## src/rtl/bcd_pkg.sv

```systemverilog
// Shared definitions for the serial packed-BCD adder/subtractor.
// Contents: FSM state encoding, BCD constants, and the nine's-complement
// helper used to turn a subtraction into an addition.
package bcd_pkg;

   typedef enum logic [1:0] {
      IDLE = 2'd0,
      RUN  = 2'd1,
      DONE = 2'd2
   } state_t;

   localparam logic [3:0] BCD_MAX  = 4'd9;
   localparam logic [3:0] BCD_CORR = 4'd6;

   // 9 - d on the 4-bit value; wraps for non-BCD digits, which is acceptable
   // because such results are undefined as decimal anyway.
   function automatic logic [3:0] nines_comp(input logic [3:0] d);
      return BCD_MAX - d;
   endfunction

endpackage

```

## src/rtl/bcd_digit_add.sv

```systemverilog
// Combinational single-digit BCD adder with decimal correction.
// Ports:
//   a, b   : 4-bit input digits (b already complemented by the parent for sub)
//   cin    : carry in
//   digit  : corrected result digit
//   cout   : decimal carry out
module bcd_digit_add
   import bcd_pkg::*;
(
   input  logic [3:0] a,
   input  logic [3:0] b,
   input  logic       cin,
   output logic [3:0] digit,
   output logic       cout
);

   logic [4:0] bin_sum;

   always_comb begin
      bin_sum = {1'b0, a} + {1'b0, b} + {4'b0000, cin};
      if (bin_sum > {1'b0, BCD_MAX}) begin
         // Skip the six unused codes; the add wraps mod 16 on purpose.
         digit = bin_sum[3:0] + BCD_CORR;
         cout  = 1'b1;
      end else begin
         digit = bin_sum[3:0];
         cout  = 1'b0;
      end
   end

endmodule

```

## src/rtl/bcd_serial_addsub.sv

```systemverilog
// Multi-digit packed-BCD adder/subtractor, one digit per clock, LSD first.
// Optional feature macro: BCD_INVALID_CHECK_EN (flags non-BCD input digits).
// Ports:
//   clk, rst_n           : clock, asynchronous active-low reset
//   in_valid / in_ready  : operand handshake (a, b, sub, cin)
//   out_valid / out_ready: result handshake (sum, cout, err)
//   sub                  : 0 = A+B+cin, 1 = A-B-cin (cin acts as borrow-in)
//   cout                 : carry-out (add) or borrow-out (sub)
//   err                  : non-BCD digit seen at accept (0 when macro undefined)
module bcd_serial_addsub
   import bcd_pkg::*;
#(
   parameter int DIGITS = 4
) (
   input  logic                clk,
   input  logic                rst_n,
   input  logic                in_valid,
   output logic                in_ready,
   input  logic [4*DIGITS-1:0] a,
   input  logic [4*DIGITS-1:0] b,
   input  logic                sub,
   input  logic                cin,
   output logic                out_valid,
   input  logic                out_ready,
   output logic [4*DIGITS-1:0] sum,
   output logic                cout,
   output logic                err
);

   localparam int IW = (DIGITS > 1) ? $clog2(DIGITS) : 1;
   localparam logic [IW-1:0] LAST_IDX = IW'(DIGITS - 1);

   state_t              state_reg;
   logic [IW-1:0]       idx_reg;
   logic                carry_reg;
   logic                sub_reg;
   logic [4*DIGITS-1:0] a_reg;
   logic [4*DIGITS-1:0] b_reg;
   logic [4*DIGITS-1:0] sum_reg;
   logic                cout_reg;

   logic [3:0] a_dig;
   logic [3:0] b_raw;
   logic [3:0] b_dig;
   logic [3:0] core_digit;
   logic       core_cout;

   assign in_ready  = (state_reg == IDLE);
   assign out_valid = (state_reg == DONE);
   assign sum       = sum_reg;
   assign cout      = cout_reg;

   // Digit-slice selection for the current index.
   assign a_dig = a_reg[{idx_reg, 2'b00} +: 4];
   assign b_raw = b_reg[{idx_reg, 2'b00} +: 4];
   assign b_dig = sub_reg ? nines_comp(b_raw) : b_raw;

   bcd_digit_add u_digit (
      .a     (a_dig),
      .b     (b_dig),
      .cin   (carry_reg),
      .digit (core_digit),
      .cout  (core_cout)
   );

   always_ff @(posedge clk or negedge rst_n) begin
      if (!rst_n) begin
         state_reg <= IDLE;
         idx_reg   <= '0;
         carry_reg <= 1'b0;
         sub_reg   <= 1'b0;
         a_reg     <= '0;
         b_reg     <= '0;
         sum_reg   <= '0;
         cout_reg  <= 1'b0;
      end else begin
         case (state_reg)
            IDLE: begin
               if (in_valid) begin
                  a_reg     <= a;
                  b_reg     <= b;
                  sub_reg   <= sub;
                  // Ten's complement = nine's complement + 1, so an
                  // inactive borrow becomes a carry of 1.
                  carry_reg <= sub ? ~cin : cin;
                  idx_reg   <= '0;
                  state_reg <= RUN;
               end
            end
            RUN: begin
               sum_reg[{idx_reg, 2'b00} +: 4] <= core_digit;
               carry_reg <= core_cout;
               if (idx_reg == LAST_IDX) begin
                  cout_reg  <= sub_reg ? ~core_cout : core_cout;
                  idx_reg   <= '0;
                  state_reg <= DONE;
               end else begin
                  idx_reg <= idx_reg + 1'b1;
               end
            end
            DONE: begin
               if (out_ready) begin
                  state_reg <= IDLE;
               end
            end
            default: state_reg <= IDLE;
         endcase
      end
   end

`ifdef BCD_INVALID_CHECK_EN
   logic [DIGITS-1:0] bad_dig;
   logic              err_reg;

   for (genvar gi = 0; gi < DIGITS; gi++) begin : g_check
      assign bad_dig[gi] = (a[4*gi +: 4] > BCD_MAX) || (b[4*gi +: 4] > BCD_MAX);
   end

   always_ff @(posedge clk or negedge rst_n) begin
      if (!rst_n) begin
         err_reg <= 1'b0;
      end else if (state_reg == IDLE && in_valid) begin
         err_reg <= |bad_dig;
      end
   end

   assign err = err_reg;
`else
   assign err = 1'b0;
`endif

endmodule
```

## config.mk

```make
export PLATFORM = sky130hd
export DESIGN_NAME = bcd_serial_addsub
export DESIGN_NICKNAME = d
export VERILOG_FILES = /design/src/rtl/bcd_pkg.sv /design/src/rtl/bcd_digit_add.sv /design/src/rtl/bcd_serial_addsub.sv
export SDC_FILE = /design/constraint.sdc
export NUM_CORES = 1
export LEC_CHECK = 0
export BUFFER_PORTS_ARGS = -buffer_cell sky130_fd_sc_hd__buf_2
export CORE_AREA = 3 3 128 81
export CTS_CLUSTER_DIAMETER = 200
export DETAILED_ROUTE_END_ITERATION = 7
export DIE_AREA = 0 0 131 84
export PLACE_DENSITY_LB_ADDON = 0.3
export SLEW_MARGIN = 20
export SYNTH_ARGS = -nofsm -noshare
export SYNTH_HDL_FRONTEND = slang
export SYNTH_SLANG_ARGS = --single-unit
```

## constraint.sdc

```tcl
create_clock -name clk -period 3.6 [get_ports clk]
set_input_delay 0.18 -clock clk [delete_from_list [all_inputs] [get_ports clk]]
set_output_delay 0.18 -clock clk [all_outputs]
set_load 0.01 [all_outputs]
```

==> key figures, run 1 <==
Status
  – Status: finished, final reports clean

Worst hold path
  – Worst Hold Class: in -> async

Yosys
  – Largest area contributor in the netlist: dfrtp_1
  – Mean Syn Cell Area: 12.1 um2
  – Post-synthesis xor/xnor area fraction: 0.0123
  – Top FF cell, synth: dfrtp_1
  – Largest family of logic cells by synthesized area: multiplexers
  – Mux cell area share after synthesis: 0.198
  – Post-synth ARST share: 1.00
  – Post-Synthesis Cells: 236
  – Sequential fraction of the synthesis area: 0.484
  – Synth Area in Compound Gates: 0.109
  – YS warnings: 0
  – Simple-gate share of the synthesized area: 0.0959
  – Synth Cell Area: 2840 um2
  – Adder-cell share of the synthesized area: 0.0625
  – Net Count, Synth: 287
  – Post-synth EDFFs: 0
  – Seq cells post-synth: 55
  – Ranking of synthesized cells by area: dfrtp_1, mux2_2, mux4_2
  – Netlist cell types: 40
  – Post-synth top area share: 0.484

Finish
  – Final net count: 353
  – Cell Count, Final, Fillers Out: 432
  – Area grow syn2layout: 23.8%
  – Ratio of cells with drive above 1 in the final layout: 0.424
  – ANT cells: 0
  – Most frequent cells in the layout: buf_2, dfrtp_1, mux2_2, nand2_1, inv_1
  – Commonest non-fill, non-tap cell in the layout: buf_2

Placement
  – I/O Buffers: 56
  – Final GP Congestion: 0.838
  – Post-DP HPWL: 5000 um
  – Placed cell count: 422

Floorplanning
  – I/O pins: 58
  – Row cnt: 27
  – Die height: 84 um
  – Starting density of the core: 0.311
  – Die X: 131 um
  – Die ar.: 11000 um2
  – Core Region: 9160 um2

CTS
  – Num Clock Sinks: 55
  – TritonCTS Buffers: 5
  – H-tree depth: 2
  – TritonCTS clock tree: yes
  – Root Driver: clkbuf_16
  – Clock transition at the registers of the reported paths: 0.07 ns
  – Clk_lat worst skew: a little under 0.3 ns
  – Cts hold-fix bufs: 0
  – Bufs on Longest Clock Path: 2

Global routing
  – Met1 Track Usage GR: 0.207
  – Grt ovf: 0
  – Global-route wire length before repair: 10800 um
  – Met3 Use GR: 0.0390
  – Total track usage: 0.126
  – Number of global-route vias before repair: 2050
  – Initial antenna violation count: 0
  – Met2 Usage GRT: 0.161
  – Largest net degree at the start of global routing: 56
  – Most Used Layer, Global Route: met1

STA
  – Max-slew headroom: 0.534
  – Final Hold Fails: 0
  – Worst Tran Pin Value: 0.699 ns
  – Clock Skew: 0.00500 ns
  – Peak Freq: 292 MHz
  – Final critical-path share of the clock period: 0.952
  – Slew Viols, Final: 0
  – Final setup fails: 0
  – Final min period: 3.43 ns

Flow run
  – Max Cap Viol: 0

Drt
  – DR WL/cell: between 15 and 20 um
  – Detail Route Antenna Nets: 0
  – First drt pass iteration count: 4
  – Via count: 2049
  – Drt via density: 4.74
  – DR iter-0 viols: 99
  – Post-Route WL: between 6000 and 7000 um
  – DRC viols: 0

Critical path
  – Crit end category: flop
  – WP data required: roughly 3.8 ns
  – Startpoint Class: flop
  – CP max FO: 6
  – Critical path arrival: 3.62 ns
  – Critical path type: reg -> reg
-- metal layers --
layer / wire, um / share of wire / up-vias
li1: - / - / 987
met1: 3640 / 0.55 / 1011
met2: 2580 / 0.39 / 49
met3: 389 / 0.059 / 2
met4: 10 / 0.0015 / 0
met5: 0 / 0 / -
-- final timing paths --
| check | start | to | slack [ns] | cells past startpoint |
|---|---|---|---|---|
| setup / recovery | idx_reg[0] | sum[9] | 0.17 | 13 |
| hold / removal | rst_n | a_reg[2] | 0.02 | 2 |
| setup reg to reg | idx_reg[0] | sum[9] | 0.17 | 13 |
| hold reg to reg | sum[13] | sum[13] | 0.48 | 2 |
| max in group asynchronous | rst_n | idx_reg[0] | 3.08 | 2 |
| min in group clk | out_ready | state_reg[1] | 0.07 | 2 |
-- logic make-up (layout without fill, tap and decap cells) --
logic type               after synthesis  in the layout
AND/OR/NAND/NOR                       54             54
XOR/XNOR                               4              4
flip-flops                            55             55
AO/OA/AOI/OAI                         41             41
buffers and inverters                 26             92
adder cells (fa/ha/maj)               13             13
other                                  1              1
multiplexers                          42             42
-- cells in the mapped netlist, types with 2 or more instances --
| master | count |
|---|---|
| buf_2 | 5 |
| nand2b_1 | 2 |
| dfrtp_1 | 55 |
| a41oi_1 | 4 |
| nor3_1 | 9 |
| o311ai_1 | 3 |
| fa_1 | 2 |
| nand4_1 | 2 |
| ha_1 | 11 |
| or3_1 | 2 |
| inv_1 | 17 |
| a21oi_1 | 3 |
| mux4_2 | 8 |
| mux2_2 | 33 |
| o31ai_1 | 7 |
| clkbuf_1 | 3 |
| xnor2_1 | 2 |
| xor2_1 | 2 |
| nor2_1 | 5 |
| o21ai_0 | 8 |
| nor2b_1 | 4 |
| a22o_1 | 7 |
| and2_1 | 2 |
| nand3b_1 | 4 |
| nand2_1 | 21 |
-- critical path, cell delays in order, from the launching register on --
cell and delay, ns:
dfrtp_2 0.38, buf_4 0.13, mux4_2 0.55, inv_1 0.08, ha_1 0.22, nand2_1 0.06, o21ai_0 0.09, ha_1 0.35
buf_4 0.17, and3b_1 0.19, nor3_1 0.48, or3_4 0.29, a21oi_4 0.08, o31ai_1 0.26
-- area by class of cell --
| class | count | area [um2] |
|---|---|---|
| Multi-Input combinational cell | 155 | 1400 |
| Clock buffer | 6 | 139 |
| Fill cell | 911 | 5630 |
| Sequential cell | 55 | 1380 |
| Clock inverter | 1 | 5.00 |
| Timing Repair Buffer | 68 | 370 |
| Inverter | 17 | 63.8 |
| Tap cell | 130 | 163 |
-- per-stage QoR --
stage	cell area [um2]	TNS, ns	hold slack [ns]	setup WS, ns	util
after CTS	3450	0	0.0534	0.00175	0.377
after floorplan	2840	0	-0.116	0.0284	-
after global routing	3520	-0.0720	0.0735	-0.0480	0.385
after global placement	3310	0	0.362	0.105	0.362
after detailed placement	3310	0	0.369	0.00927	0.362
final	3520	0	0.0170	0.173	0.385
-- timing repair --
item,4_1_cts,5_1_grt
resized for setup,0,11
setup buffers,0,3
endpoints found under the hold margin,0,0
endpoints found under the setup margin,4,10
pin swaps,1,4
Power of run 1 is not shown: default switching activity piles up to over one toggle a cycle in this logic, so the estimate is an artifact.
==> run 2, diff against run 1 <==
Settings changed: REMOVE_ABC_BUFFERS set to 1, SETUP_SLACK_MARGIN set to 0.1.
==> key figures, run 2 (synthesis gave the netlist of run 1 again) <==
Finish
  – Final net count: 360 (+2.0%)
  – Cell area after layout: 3600 um2 (+2.1%)
  – Commonest non-fill, non-tap cell in the layout: buf_2
  – Register area: 1380 um2 (unchanged)
  – Area grow syn2layout: 26.4%
  – Ratio of cells with drive above 1 in the final layout: 0.445 (+0.0213)
  – Multi-input logic area: 1420 um2 (+1.3%)
  – FILL cells: 901 (-1.1%)
  – ANT cells: 0 (unchanged)
  – Most frequent cells in the layout: buf_2, dfrtp_1, mux2_2, nand2_1, buf_4

Critical path
  – Reg-to-Reg Start: idx_reg[0]
  – CP cell instances: mux4_2 > xnor2_2 > fa_2 > inv_1 > fa_2 > xor2_2 > inv_1 > ha_2 > nand2_2 > o31ai_2 > or3_4 > o311ai_1
  – Crit-path leading delay family: adder cells
  – R2R setup slack: 0.20 ns (+0.02 ns)
  – CP Launch Point: idx_reg[0]
  – Critical path arrival: 3.58 ns (-0.04 ns)
  – Crit end category: flop
  – Critical Path Max Stage Delay: 0.55 ns (about the same)
  – Startpoint Class: flop
  – CP max FO: 6 (unchanged)
  – Buf/Inv on CP: 2 (-1)
  – Slowest CP cell: mux4_2
  – WP data required: 3.78 ns (about the same)
  – Critical path type: reg -> reg

CTS
  – Bufs on Longest Clock Path: 2 (unchanged)
  – Clk_lat worst skew: 0.29 ns (about the same)
  – Num Clock Sinks: 55 (unchanged)
  – TritonCTS Buffers: 5 (unchanged)
  – H-tree depth: 2 (unchanged)
  – TritonCTS clock tree: yes
  – Clock transition at the registers of the reported paths: 0.07 ns (about the same)
  – Root Driver: clkbuf_16

Placement
  – Post-DP HPWL: 5010 um (+0.12%)
  – Place WS: -0.0667 ns (-0.0760 ns)
  – Area after DPL: 3320 um2 (+0.23%)
  – I/O Buffers: 56 (unchanged)
  – Final GP Congestion: 0.831 (-0.75%)

STA
  – Final Hold Fails: 0 (unchanged)
  – Slew Viols, Final: 0 (unchanged)
  – Peak Freq: 294 MHz (+0.70%)
  – Clock Skew: 0.00493 ns (-0.0000611 ns)
  – Fin Hold WS: 0.0714 ns (+0.0543 ns)
  – Final worst slack: 0.197 ns (+0.0237 ns)
  – Worst Tran Pin Value: 0.560 ns (-0.139 ns)
  – Unrepaired setup endpoints after global routing: yes
  – Final critical-path share of the clock period: 0.945 (-0.00659)
  – Final setup fails: 0 (unchanged)
  – Final min period: 3.40 ns (-0.0237 ns)
  – TNS Setup: 0 ns (unchanged)
  – Max-slew headroom: 0.627 (+0.0929)

Global routing
  – Grt ovf: 0 (unchanged)
  – Largest net degree at the start of global routing: 35 (-38%)
  – Initial antenna violation count: 0 (unchanged)
  – Global-route wire length before repair: 10900 um (+0.45%)
  – Number of global-route vias before repair: 2081 (+1.5%)
  – Total track usage: 0.127 (+0.000185)

Floorplanning
  – Die X: 131 um (unchanged)
  – Die ar.: 11000 um2 (unchanged)
  – Row cnt: 27 (unchanged)
  – Starting density of the core: 0.311 (unchanged)
  – Die height: 84 um (unchanged)
  – Core Region: 9160 um2 (unchanged)
  – I/O pins: 58 (unchanged)

Worst hold path
  – Min-Delay Startpoint: out_ready
  – Worst Hold Class: in -> reg

Drt
  – DR iter-0 viols: 91 (-8.1%)
  – Via count: 2062 (+0.63%)
  – Drt via density: 4.69 (-1.2%)
  – DRC viols: 0 (unchanged)
  – DR WL/cell: 15.3 um (-0.14%)
  – First drt pass iteration count: 4 (unchanged)
  – Detail Route Antenna Nets: 0 (unchanged)
  – Post-Route WL: 6740 um (+1.7%)

Flow run
  – Max Cap Viol: 0 (unchanged)

Status
  – Status: finished, final reports clean
-- run 2: cell count changes in the layout (fill, tap and decap cells not counted), moves of 2 or more --
cell	change
o31ai_2	+2
buf_4	+5
o31ai_1	-2
clkbuf_1	+2
-- run 2: final cells by class --
cell class | instances | share of cell area
repair buffers | 75 | 0.120
inverters | 17 | 0.0177
well taps | 130 | 0.0452
multi-input cells | 155 | 0.395
clock buffers | 7 | 0.0369
flip-flops and latches | 55 | 0.383
clock inverters | 1 | 0.00139
-- run 2: path summary, 6_finish.rpt --
kind / to / cells past startpoint
max in group asynchronous: idx_reg[0] / 3
worst max-delay path: sum[6] / 12
worst min register to register: sum[0] / 2
worst max register to register: sum[6] / 12
worst min-delay path: state_reg[1] / 2
min in group asynchronous: a_reg[14] / 2
-- run 2: through the flow --
| stage | util | std cells |
|---|---|---|
| 2_1_floorplan | - | 227 |
| 3_3_place_gp | 0.362 | 423 |
| 3_5_place_dp | 0.362 | 423 |
| 4_1_cts | 0.382 | 432 |
| 5_1_grt | 0.393 | 440 |
| 6_report | 0.393 | 440 |
-- run 2: routing by layer --
| layer | part of all wire | up-vias | GRT usage |
|---|---|---|---|
| li1 | - | 1006 | - |
| met1 | 0.54 | 996 | 0.198 |
| met2 | 0.39 | 56 | 0.167 |
| met3 | 0.070 | 4 | 0.0448 |
| met4 | 0.0067 | 0 | 0.0224 |
| met5 | 0 | - | 0 |
-- run 2: repair_timing --
item                                   CTS  global route
resized for setup                        7            10
setup endpoints to repair               13            14
buffers inserted                         0             8
hold buffers                             1             0
cloned                                   0             0
endpoints found under the hold margin   23             0
pin swaps                                1             7
Power of run 2 is left out for the same reason.
==> run 3, diff against run 2 <==
Settings changed: ABC_AREA set to 1, CORE_AREA 3 3 128 81 to 3 3 129 81, DIE_AREA 0 0 131 84 to 0 0 132 84.
==> key figures, run 3 <==
Status
  – Status: finished, final reports clean

Yosys
  – Netlist cell types: 36 (-10%)
  – Top FF cell, synth: dfrtp_1
  – Post-synth EDFFs: 0 (unchanged)
  – Post-synth ARST share: 1.00 (unchanged)
  – YS warnings: 0 (unchanged)
  – Synth Cell Area: 2890 um2 (+1.5%)
  – Sequential fraction of the synthesis area: 0.477 (-0.00693)
  – Ranking of synthesized cells by area: dfrtp_1, nand2_1, ha_1
  – Seq cells post-synth: 55 (unchanged)
  – Post-synth top cells: nand2_1, dfrtp_1, inv_1
  – Mean Syn Cell Area: 8.15 um2 (-32%)
  – Post-Synthesis Cells: 354 (+50%)
  – Top-count cell post-synth: nand2_1
  – Largest area contributor in the netlist: dfrtp_1
  – Post-synth top area share: 0.477 (-0.00693)

Floorplanning
  – Core Region: 9220 um2 (+0.74%)
  – Die ar.: 11100 um2 (+0.76%)
  – Die X: 132 um (+0.76%)
  – Starting density of the core: 0.313 (+0.00220)
  – Die height: 84 um (unchanged)
  – I/O pins: 58 (unchanged)
  – Row cnt: 27 (unchanged)

Critical path
  – CP max FO: 13 (+7)
  – WP data required: 3.78 ns (about the same)
  – CP Launch Point: idx_reg[0]
  – Startpoint Class: flop
  – Reg-to-Reg Start: idx_reg[0]
  – Critical Path Max Stage Delay: 0.44 ns (-0.11 ns)
  – Critical path arrival: 3.43 ns (-0.15 ns)
  – Slowest CP cell: fa_1
  – Crit end category: flop
  – Crit-path most repeated cell: nand2_4
  – CP cell instances: clkinvlp_4 > o21ai_0 > o22ai_1 > xor2_1 > fa_1 > inv_1 > fa_1 > inv_1 > ha_1 > nand2_1 > a21boi_2 > nand2_4 > nand2_4 > nand2_4 > nand2_4 > nand4_1 > nand2_1
  – Critical path type: reg -> reg

Placement
  – Post-DP HPWL: 5390 um (+7.5%)
  – Area after DPL: 3320 um2 (about the same)
  – I/O Buffers: 56 (unchanged)
  – Placed cell count: 534 (+26%)
  – Final GP Congestion: 0.815 (-2.0%)

Drt
  – DR iter-0 viols: 158 (+74%)
  – First drt pass iteration count: 4 (unchanged)
  – Post-Route WL: 7290 um (+8.1%)
  – DRC viols: 0 (unchanged)
  – Via count: 2465 (+20%)
  – Detail Route Antenna Nets: 0 (unchanged)
  – Drt via density: 4.46 (-4.9%)
  – DR WL/cell: 13.2 um (-14%)

STA
  – Max-slew headroom: 0.570 (-0.0569)
  – Final Hold Fails: 0 (unchanged)
  – TNS Setup: 0 ns (unchanged)
  – Worst Tran Pin Value: 0.645 ns (+0.0854 ns)
  – Slew Viols, Final: 0 (unchanged)
  – Final min period: 3.25 ns (-0.155 ns)
  – Peak Freq: 308 MHz (+4.8%)
  – Clock Skew: 0.00657 ns (+0.00163 ns)
  – Final critical-path share of the clock period: 0.902 (-0.0432)
  – Unrepaired setup endpoints after global routing: no
  – Final setup fails: 0 (unchanged)

Finish
  – ANT cells: 0 (unchanged)
  – Cell Count, Final, Fillers Out: 553 (+26%)
  – Fin util: 0.389 (-0.00342)
  – Cell area after layout: 3590 um2 (-0.14%)
  – Most frequent cells in the layout: nand2_1, buf_2, dfrtp_1, inv_1, nor2_1
  – Ratio of cells with drive above 1 in the final layout: 0.243 (-0.202)
  – Commonest non-fill, non-tap cell in the layout: nand2_1
  – Area grow syn2layout: 24.5%
  – Final net count: 473 (+31%)
  – FILL cells: 978 (+8.5%)

Global routing
  – Total track usage: 0.137 (+0.0106)
  – Initial antenna violation count: 0 (unchanged)
  – Global-route wire length before repair: 12200 um (+12%)
  – Largest net degree at the start of global routing: 36 (+2.9%)
  – Number of global-route vias before repair: 2389 (+15%)
  – Grt ovf: 0 (unchanged)

CTS
  – Clk_lat worst skew: 0.30 ns (about the same)
  – TritonCTS clock tree: yes
  – Bufs on Longest Clock Path: 2 (unchanged)
  – TritonCTS Buffers: 5 (unchanged)
  – Num Clock Sinks: 55 (unchanged)
  – H-tree depth: 2 (unchanged)
  – Root Driver: clkbuf_16
  – Clock transition at the registers of the reported paths: 0.07 ns (about the same)

Flow run
  – Max Cap Viol: 0 (unchanged)

Worst hold path
  – Min-Delay Startpoint: b[8]
  – Worst Hold Class: in -> reg
[run 3: path summary, 6_finish.rpt]
check	end	slack [ns]	cells past startpoint
worst min register to register	a_reg[10]	0.48	2
worst max register to register	sum[14]	0.35	17
max in group asynchronous	sum[7]	2.32	3
worst min-delay path	b_reg[8]	0.07	3
worst max-delay path	sum[14]	0.35	17
min in group asynchronous	b_reg[7]	0.44	2
[run 3: worst max-delay path, delay by kind of cell (launching register included)]
kind                       cells  cell delay (ns)
AOI/OAI and AO/OA              3             0.50
xor gates and xnor gates       1             0.16
DFF                            1             0.42
and+or+nand+nor                7             0.54
adders and majority gates      3             1.01
buffers and inverters          3             0.50
[run 3: area by class of cell]
type | count | area (um2) | area share
clock buffers | 6 | 139 | 0.0387
clock inverters | 2 | 35.0 | 0.00976
inverters | 27 | 109 | 0.0303
multi-input cells | 260 | 1350 | 0.376
flip-flops and latches | 55 | 1380 | 0.384
well taps | 130 | 163 | 0.0453
repair buffers | 73 | 418 | 0.116
[run 3: metal layers]
metal | global-route usage | vias to the layer above | wire length [um]
li1 | - | 1252 | -
met1 | 0.218 | 1147 | 4220
met2 | 0.173 | 56 | 2600
met3 | 0.0440 | 10 | 383
met4 | 0.0343 | 0 | 88
met5 | 0 | - | 0
[run 3: through the flow]
stage,hold WS (ns),setup WS (ns)
after floorplan,-0.116,-0.146
after global placement,0.244,0.314
after detailed placement,0.244,0.197
after CTS,0.0633,0.166
after global routing,0.0746,0.112
final,0.0722,0.352
[run 3: what timing repair did]
action                     4_1_cts  5_1_grt
buffers inserted                 0       10
setup endpoints to repair        0       14
resized for setup                0        5
hold buffers                     1        0
hold endpoints to repair        27        0
[run 3: cell families after synthesis]
kind of cell,count (synthesis),share of synthesized area
buffers and inverters,39,0.0551
XOR/XNOR,3,0.00911
flip-flops,55,0.477
adder cells (fa/ha/maj),13,0.0616
AND/OR/NAND/NOR,208,0.316
other,1,0.00130
AO/OA/AOI/OAI,35,0.0802
Power of run 3 is left out for the same reason.
